[config.mk]
export PLATFORM = sky130hd
export DESIGN_NAME = isqrt_seq
export DESIGN_NICKNAME = d
export VERILOG_FILES = /design/src/rtl/isqrt_seq.sv
export SDC_FILE = /design/constraint.sdc
export NUM_CORES = 1
export LEC_CHECK = 0
export CORE_AREA = 2 2 80 82
export CTS_CLUSTER_SIZE = 16
export DETAILED_ROUTE_END_ITERATION = 10
export DIE_AREA = 0 0 82 84
export PLACE_DENSITY = 0.67
export SYNTH_ARGS = -nofsm -noshare
export SYNTH_HDL_FRONTEND = slang
export SYNTH_SLANG_ARGS = --single-unit
[constraint.sdc]
create_clock -name clk -period 2.8 [get_ports clk]
set_input_delay 0.28 -clock clk [delete_from_list [all_inputs] [get_ports clk]]
set_output_delay 0.28 -clock clk [all_outputs]
set_load 0.02 [all_outputs]
[src/rtl/isqrt_seq.sv]
// Sequential 16-bit integer square root, restoring digit-by-digit, one bit per enabled cycle.
// Optional macro ISQRT_ROUND_EN selects round-to-nearest on root; remainder always refers to the floor root.
module isqrt_seq (
  input  logic        clk,
  input  logic        rst_n,
  input  logic        ena,
  input  logic        start,
  input  logic [15:0] radicand,
  output logic        busy,
  output logic        done,
  output logic [7:0]  root,
  output logic [8:0]  remainder
);

  typedef enum logic [1:0] {IDLE, CALC, DONE} state_t;

  state_t      state_reg, state_next;
  logic [15:0] rad_reg, rad_next;
  logic [7:0]  q_reg, q_next;
  logic [9:0]  rem_reg, rem_next;
  logic [2:0]  cnt_reg, cnt_next;
  logic [7:0]  root_reg, root_next;
  logic [8:0]  remainder_reg, remainder_next;

  logic [11:0] trial_rem;
  logic [11:0] trial_sub;
  logic        trial_ge;
  logic [7:0]  q_step;
  logic [9:0]  rem_step;

  // One restoring step: bring down the next radicand bit pair and try subtracting 4q+1.
  always_comb begin
    trial_rem = {rem_reg, rad_reg[15:14]};
    trial_sub = {2'b00, q_reg, 2'b01};
    trial_ge  = (trial_rem >= trial_sub);
    q_step    = {q_reg[6:0], trial_ge};
    rem_step  = 10'(trial_ge ? (trial_rem - trial_sub) : trial_rem);
  end

  always_comb begin
    state_next     = state_reg;
    rad_next       = rad_reg;
    q_next         = q_reg;
    rem_next       = rem_reg;
    cnt_next       = cnt_reg;
    root_next      = root_reg;
    remainder_next = remainder_reg;
    case (state_reg)
      IDLE: begin
        if (start) begin
          state_next = CALC;
          rad_next   = radicand;
          q_next     = '0;
          rem_next   = '0;
          cnt_next   = '0;
        end
      end
      CALC: begin
        rad_next = {rad_reg[13:0], 2'b00};
        q_next   = q_step;
        rem_next = rem_step;
        cnt_next = cnt_reg + 3'd1;
        // Visible outputs change only on the final iteration.
        if (cnt_reg == 3'd7) begin
          state_next     = DONE;
          remainder_next = rem_step[8:0];
`ifdef ISQRT_ROUND_EN
          if ((rem_step > {2'b00, q_step}) && (q_step != 8'hFF))
            root_next = q_step + 8'd1;
          else
            root_next = q_step;
`else
          root_next = q_step;
`endif
        end
      end
      DONE:    state_next = IDLE;
      default: state_next = IDLE;
    endcase
  end

  always_ff @(posedge clk) begin
    if (!rst_n) begin
      state_reg     <= IDLE;
      rad_reg       <= '0;
      q_reg         <= '0;
      rem_reg       <= '0;
      cnt_reg       <= '0;
      root_reg      <= '0;
      remainder_reg <= '0;
    end else if (ena) begin
      state_reg     <= state_next;
      rad_reg       <= rad_next;
      q_reg         <= q_next;
      rem_reg       <= rem_next;
      cnt_reg       <= cnt_next;
      root_reg      <= root_next;
      remainder_reg <= remainder_next;
    end
  end

  assign busy      = (state_reg == CALC);
  assign done      = (state_reg == DONE);
  assign root      = root_reg;
  assign remainder = remainder_reg;

endmodule

==> Word-level counts from Yosys, hierarchy flattened <==
Index checks and enable logic that the tools add are counted.
{ "word_totals": {"regBits": 56, "out_inout_bits": 19, "word_cells": 32} }
{ "op_classes": {"add_sub_neg": 2, "magnitude_cmp": 1, "n_eq_ne": 5, "muxes": 12, "reduce_logical": 5} }
{ "ops": {"columns": ["cell", "n"], "rows": [
  ["case mux 16 bit (2 select lines)", 1],
  ["two-way mux 10 bit", 2],
  ["case mux 10 bit (2 select lines)", 1],
  ["two-way mux 16 bit", 1],
  ["case mux 8 bit (2 select lines)", 1],
  [">= comparator 12 x 10 -> 1 bit", 1],
  ["subtractor 10 bit", 1],
  ["AND reduction 3 bit", 3],
  ["two-way mux 8 bit", 1],
  ["case mux 3 bit (2 select lines)", 1],
  ["two-way mux 2 bit", 2],
  ["case mux 2 bit (2 select lines)", 1],
  ["adder 3 x 1 -> 3 bit, second input constant", 1],
  ["== test 3 bit, second input constant", 1],
  ["two-way mux 3 bit", 1],
  ["== test 2 x 1 -> 1 bit, second input constant", 1],
  ["== test 2 bit, second input constant", 1],
  ["zero test 2 bit", 1],
  ["!= test 2 x 1 -> 1 bit, second input constant", 1],
  ["!= test 2 bit, second input constant", 1],
  ["nonzero test 2 bit", 1]
]} }

==> Logic depth before layout (Yosys ltp) <==
{ "depth": {"ltp_word": 3, "mapped_depth": 9} }

==> Worst setup path after synthesis <==
Ideal clock, no wire load.
{ "synth_path": {"kind": "register -> register", "start": "register q_reg[4]", "end": "register remainder_reg[4], in the netlist remainder[4]", "setup_time_ps": 66, "arrival_ps": 1941, "slack_ps": 793, "path_stages_with_launch": 10, "n_path_buf": 1, "path_cell_list": "dfxtp_1 -> inv_1 -> ha_1 -> and3_4 -> nand4_1 -> o21a_2 -> and2_4 -> buf_6 -> o31a_1 -> a21oi_2"} }
{ "synth_via": {"elab_chain_cells": 2} }
{ "synth_lines": {"columns": ["item", "line_no", "source"], "rows": [
  ["start, declared", "19", "logic [7:0] q_reg, q_next;"],
  ["start signal, assigned", "94", "q_reg <= q_next;"],
  [">= comparator 12 x 10 -> 1 bit", "35", "trial_ge = (trial_rem >= trial_sub);"],
  ["two-way mux 10 bit", "37", "rem_step = 10'(trial_ge ? (trial_rem - trial_sub) : trial_rem);"],
  ["end signal, assigned", "98", "remainder_reg <= remainder_next;"],
  ["end, declared", "23", "logic [8:0] remainder_reg, remainder_next;"]
]} }
Every way passes these cells.
A chain may end at the register's enable or synchronous reset.

==> Worst setup path in the final report <==
{ "layout_path": {"start": "register q_reg[4]", "end": "register rem_reg[3]"} }
{ "layout_via": {"elab_chain_cells": 3} }
{ "layout_lines": {"columns": ["item", "line_no", "source"], "rows": [
  [">= comparator 12 x 10 -> 1 bit", "35", null],
  ["two-way mux 10 bit", "37", null],
  ["case mux 10 bit (2 select lines)", "48", "case (state_reg)"],
  ["end signal, assigned", "95", "rem_reg <= rem_next;"],
  ["end, declared", "20", "logic [9:0] rem_reg, rem_next;"]
]} }
Every way passes these cells.

==> summary.txt <==
htree depth: 2
worst setup path startpoint: q_reg[4]$_SDFFE_PN0P_
met1 wire length: 2860 um
post-CTS setup buffers: 0
number of routed nets with antenna violations: 0
post-layout net count: 399
wire length on met3: 210 um
I/O Buffers: 38
Setup Skew: 0.00425 ns
Crit Path Category: flip-flop to flip-flop
register bit total from synthesis: 56
CORE AREA: 6100 sq um
cell count after synthesis: 333
Largest register FFs: 16
critical path's slowest cell: nand2_1
starting utilization of the core area: 0.438
first-pass GRT wire length: 10,400 um
crit path DAT: 2.57 ns
RD Place Congestion: 0.877
CP Cell Sequence: inv_1 -> ha_1 -> and3_4 -> nand4_1 -> o21a_2 -> nand2_1 -> mux2i_1 -> o21ai_0
Critical Path Stages: 8
clk root buf: clkbuf_8
Via density: 5.35
CTS tree: done
GR Overflow Total: 0
pin count of the biggest net entering global routing: 38
Worst-Margin Slew: 0.723 ns
top_reg_cell synth: dfxtp_1
fillers: 577
# IOs: 39
top sig layer: met4
top cell type's share of synthesized area: 0.420
Layout area overhead: 20.8%
Clock Path Buffers: 2
Final Power: 2.00 mW
ant diodes: 0
row count: 29
die area: 6890 sq um
reg2reg start: q_reg[4]$_SDFFE_PN0P_
Routed WL: 5970 um
met2 wire len: 2800 um
dpl ws: 0.487 ns
max_slew headroom: 0.517
sequential area share after synthesis: 0.420
fin crit period: 2.38 ns
Setup-failing EPs final: 0
WP data required: 2.98 ns
largest delay contributor family on the critical path: simple AND/OR/NAND/NOR gates
First-pass DRT Iterations: 4
Chip Height: 84 um
Placement Cell Area: 3120 sq um
placed insts: 437
ys async rst share: 0
synth top area cells: dfxtp_1 42%, nand2_1 8.3%, a21oi_1 5.8%, nor2_1 5.8%, ha_1 5.6%
Cell Pwr Density: 621 nW/um^2
vias: 2,379
crit-path max cell delay: 0.43 ns
hold buffers post-CTS: 0
status: finished, final reports clean
maxcap violations: 0
Clock Sink Count: 56
Synth Warn #: 0
Design Area, Final: 3220 sq um
dominant cell type by area after synthesis: dfxtp_1
clk slew on worst S/H paths: 0.10 ns
VDD IR max: 0.287 mV
CTS buffer count: 5
Crit. End Element: flip-flop
FF-to-FF path depth: 8
initial antenna violation count: 0
RSZ-0062 raised after global routing: no
DRC: 0
hold_ws: 0.459 ns
Die Wd: 82 um
share of cells above drive strength 1: 0.0652
Clock Latency Late Sink: 0.31 ns
drt initial violations: 127
P_leak: 1.21 nW
fin worst setup slack: 0.415 ns
Core Util, Final: 0.529
FMAX: 0.419 GHz
Worst Setup EP: rem_reg[3]$_SDFFE_PN0P_
fin crit share: 0.852
Post-Syn Nets: 365
synth unique cells: 42
vias in the first global route: 2,199
post-CTS sizing: 0
Syn Area/Cell: 8.01 sq um
Sum Neg Setup Slack: 0 ns
All-Layer GR Usage: 0.189
r2r setup slk: 0.42 ns
worst min-delay path category: flip-flop to flip-flop
Final Hold Viols: 0
synthesized cell area: 2670 sq um
Finished Layout Cells: 445
crit-path max FO: 12
wire per inst: 13.4 um
Slew Limit Fails: 0
final HPWL from detailed placement: 4200 um
CP Launch Type: flip-flop
EDFF count, synth: 0
Critical R2R Capture: rem_reg[3]$_SDFFE_PN0P_
Crit path buffers/inverters: 1
[cell type report]
type | count | area (sq um) | area share
Timing Repair Buffer | 45 | 433 | 0.134
Clock inverter | 2 | 35.0 | 0.0109
Multi-Input combinational cell | 245 | 1410 | 0.438
Tap cell | 77 | 96.3 | 0.0299
Clock buffer | 6 | 72.6 | 0.0225
Sequential cell | 56 | 1120 | 0.348
Inverter | 14 | 52.6 | 0.0163
[logic make-up after synthesis]
group                      synth area share
adders and majority gates            0.0563
DFF                                   0.420
xor gates and xnor gates             0.0197
muxes                                0.0230
AOI/OAI and AO/OA                     0.230
and+or+nand+nor                       0.201
buffers and inverters                0.0506
[how the worst min path moves through the flow]
stage,start,slack [ns],to,cells after the start
3_3_place_gp,root[1]$_SDFFE_PN0P_,0.44,root[1]$_SDFFE_PN0P_,2
3_5_place_dp,root[1]$_SDFFE_PN0P_,0.45,root[1]$_SDFFE_PN0P_,2
4_1_cts,root[1]$_SDFFE_PN0P_,0.46,root[1]$_SDFFE_PN0P_,2
6_report,root[1]$_SDFFE_PN0P_,0.46,root[1]$_SDFFE_PN0P_,2
5_1_grt,root[1]$_SDFFE_PN0P_,0.48,root[1]$_SDFFE_PN0P_,2
2_1_floorplan,rem_reg[8]$_SDFFE_PN0P_,0.42,rem_reg[8]$_SDFFE_PN0P_,2
[tightest hold or removal path: cells and delay by family, from the launching register on]
kind             cells  cell delay, ns
AND/OR/NAND/NOR      1            0.05
flip-flops           1            0.32
AO/OA/AOI/OAI        1            0.05
[report_power, final]
group / total [mW] / switching [mW] / internal (mW) / leakage (nW)
clock: 0.527 / 0.261 / 0.266 / 0.0552
combinational: 0.612 / 0.344 / 0.268 / 0.695
sequential: 0.863 / 0.0295 / 0.833 / 0.455
[Yosys cell counts, drive strengths merged, types with 2 or more instances]
cell,instances
nand2,59
dfxtp,56
nor2,41
a21oi,32
o21ai,20
a311oi,14
inv,14
clkbuf,12
ha,12
a22oi,10
nand3,9
buf,6
nand2b,6
mux2i,5
xnor2,5
a31oi,4
o21a,4
nand4,3
o211ai,3
a21o,2
and3,2
nor3,2
o31a,2
[cell usage in the layout, fill, tap and decap left out, types with 6 or more instances in the layout]
master and count:
o21ai_0 18, a22oi_1 10, nand2_1 59, dfxtp_1 56, inv_1 13, a21oi_1 31
buf_4 7, nand3_1 9, nand2b_1 6, a311oi_1 14, nor2_1 41, clkdlybuf4s50_1 38
ha_1 12
[per-layer routing]
layer,vias up,track usage
met5,-,0
met4,0,0.0576
met3,9,0.0379
met2,44,0.294
met1,1099,0.261
li1,1227,-
Power figures use the tool's default switching activity.
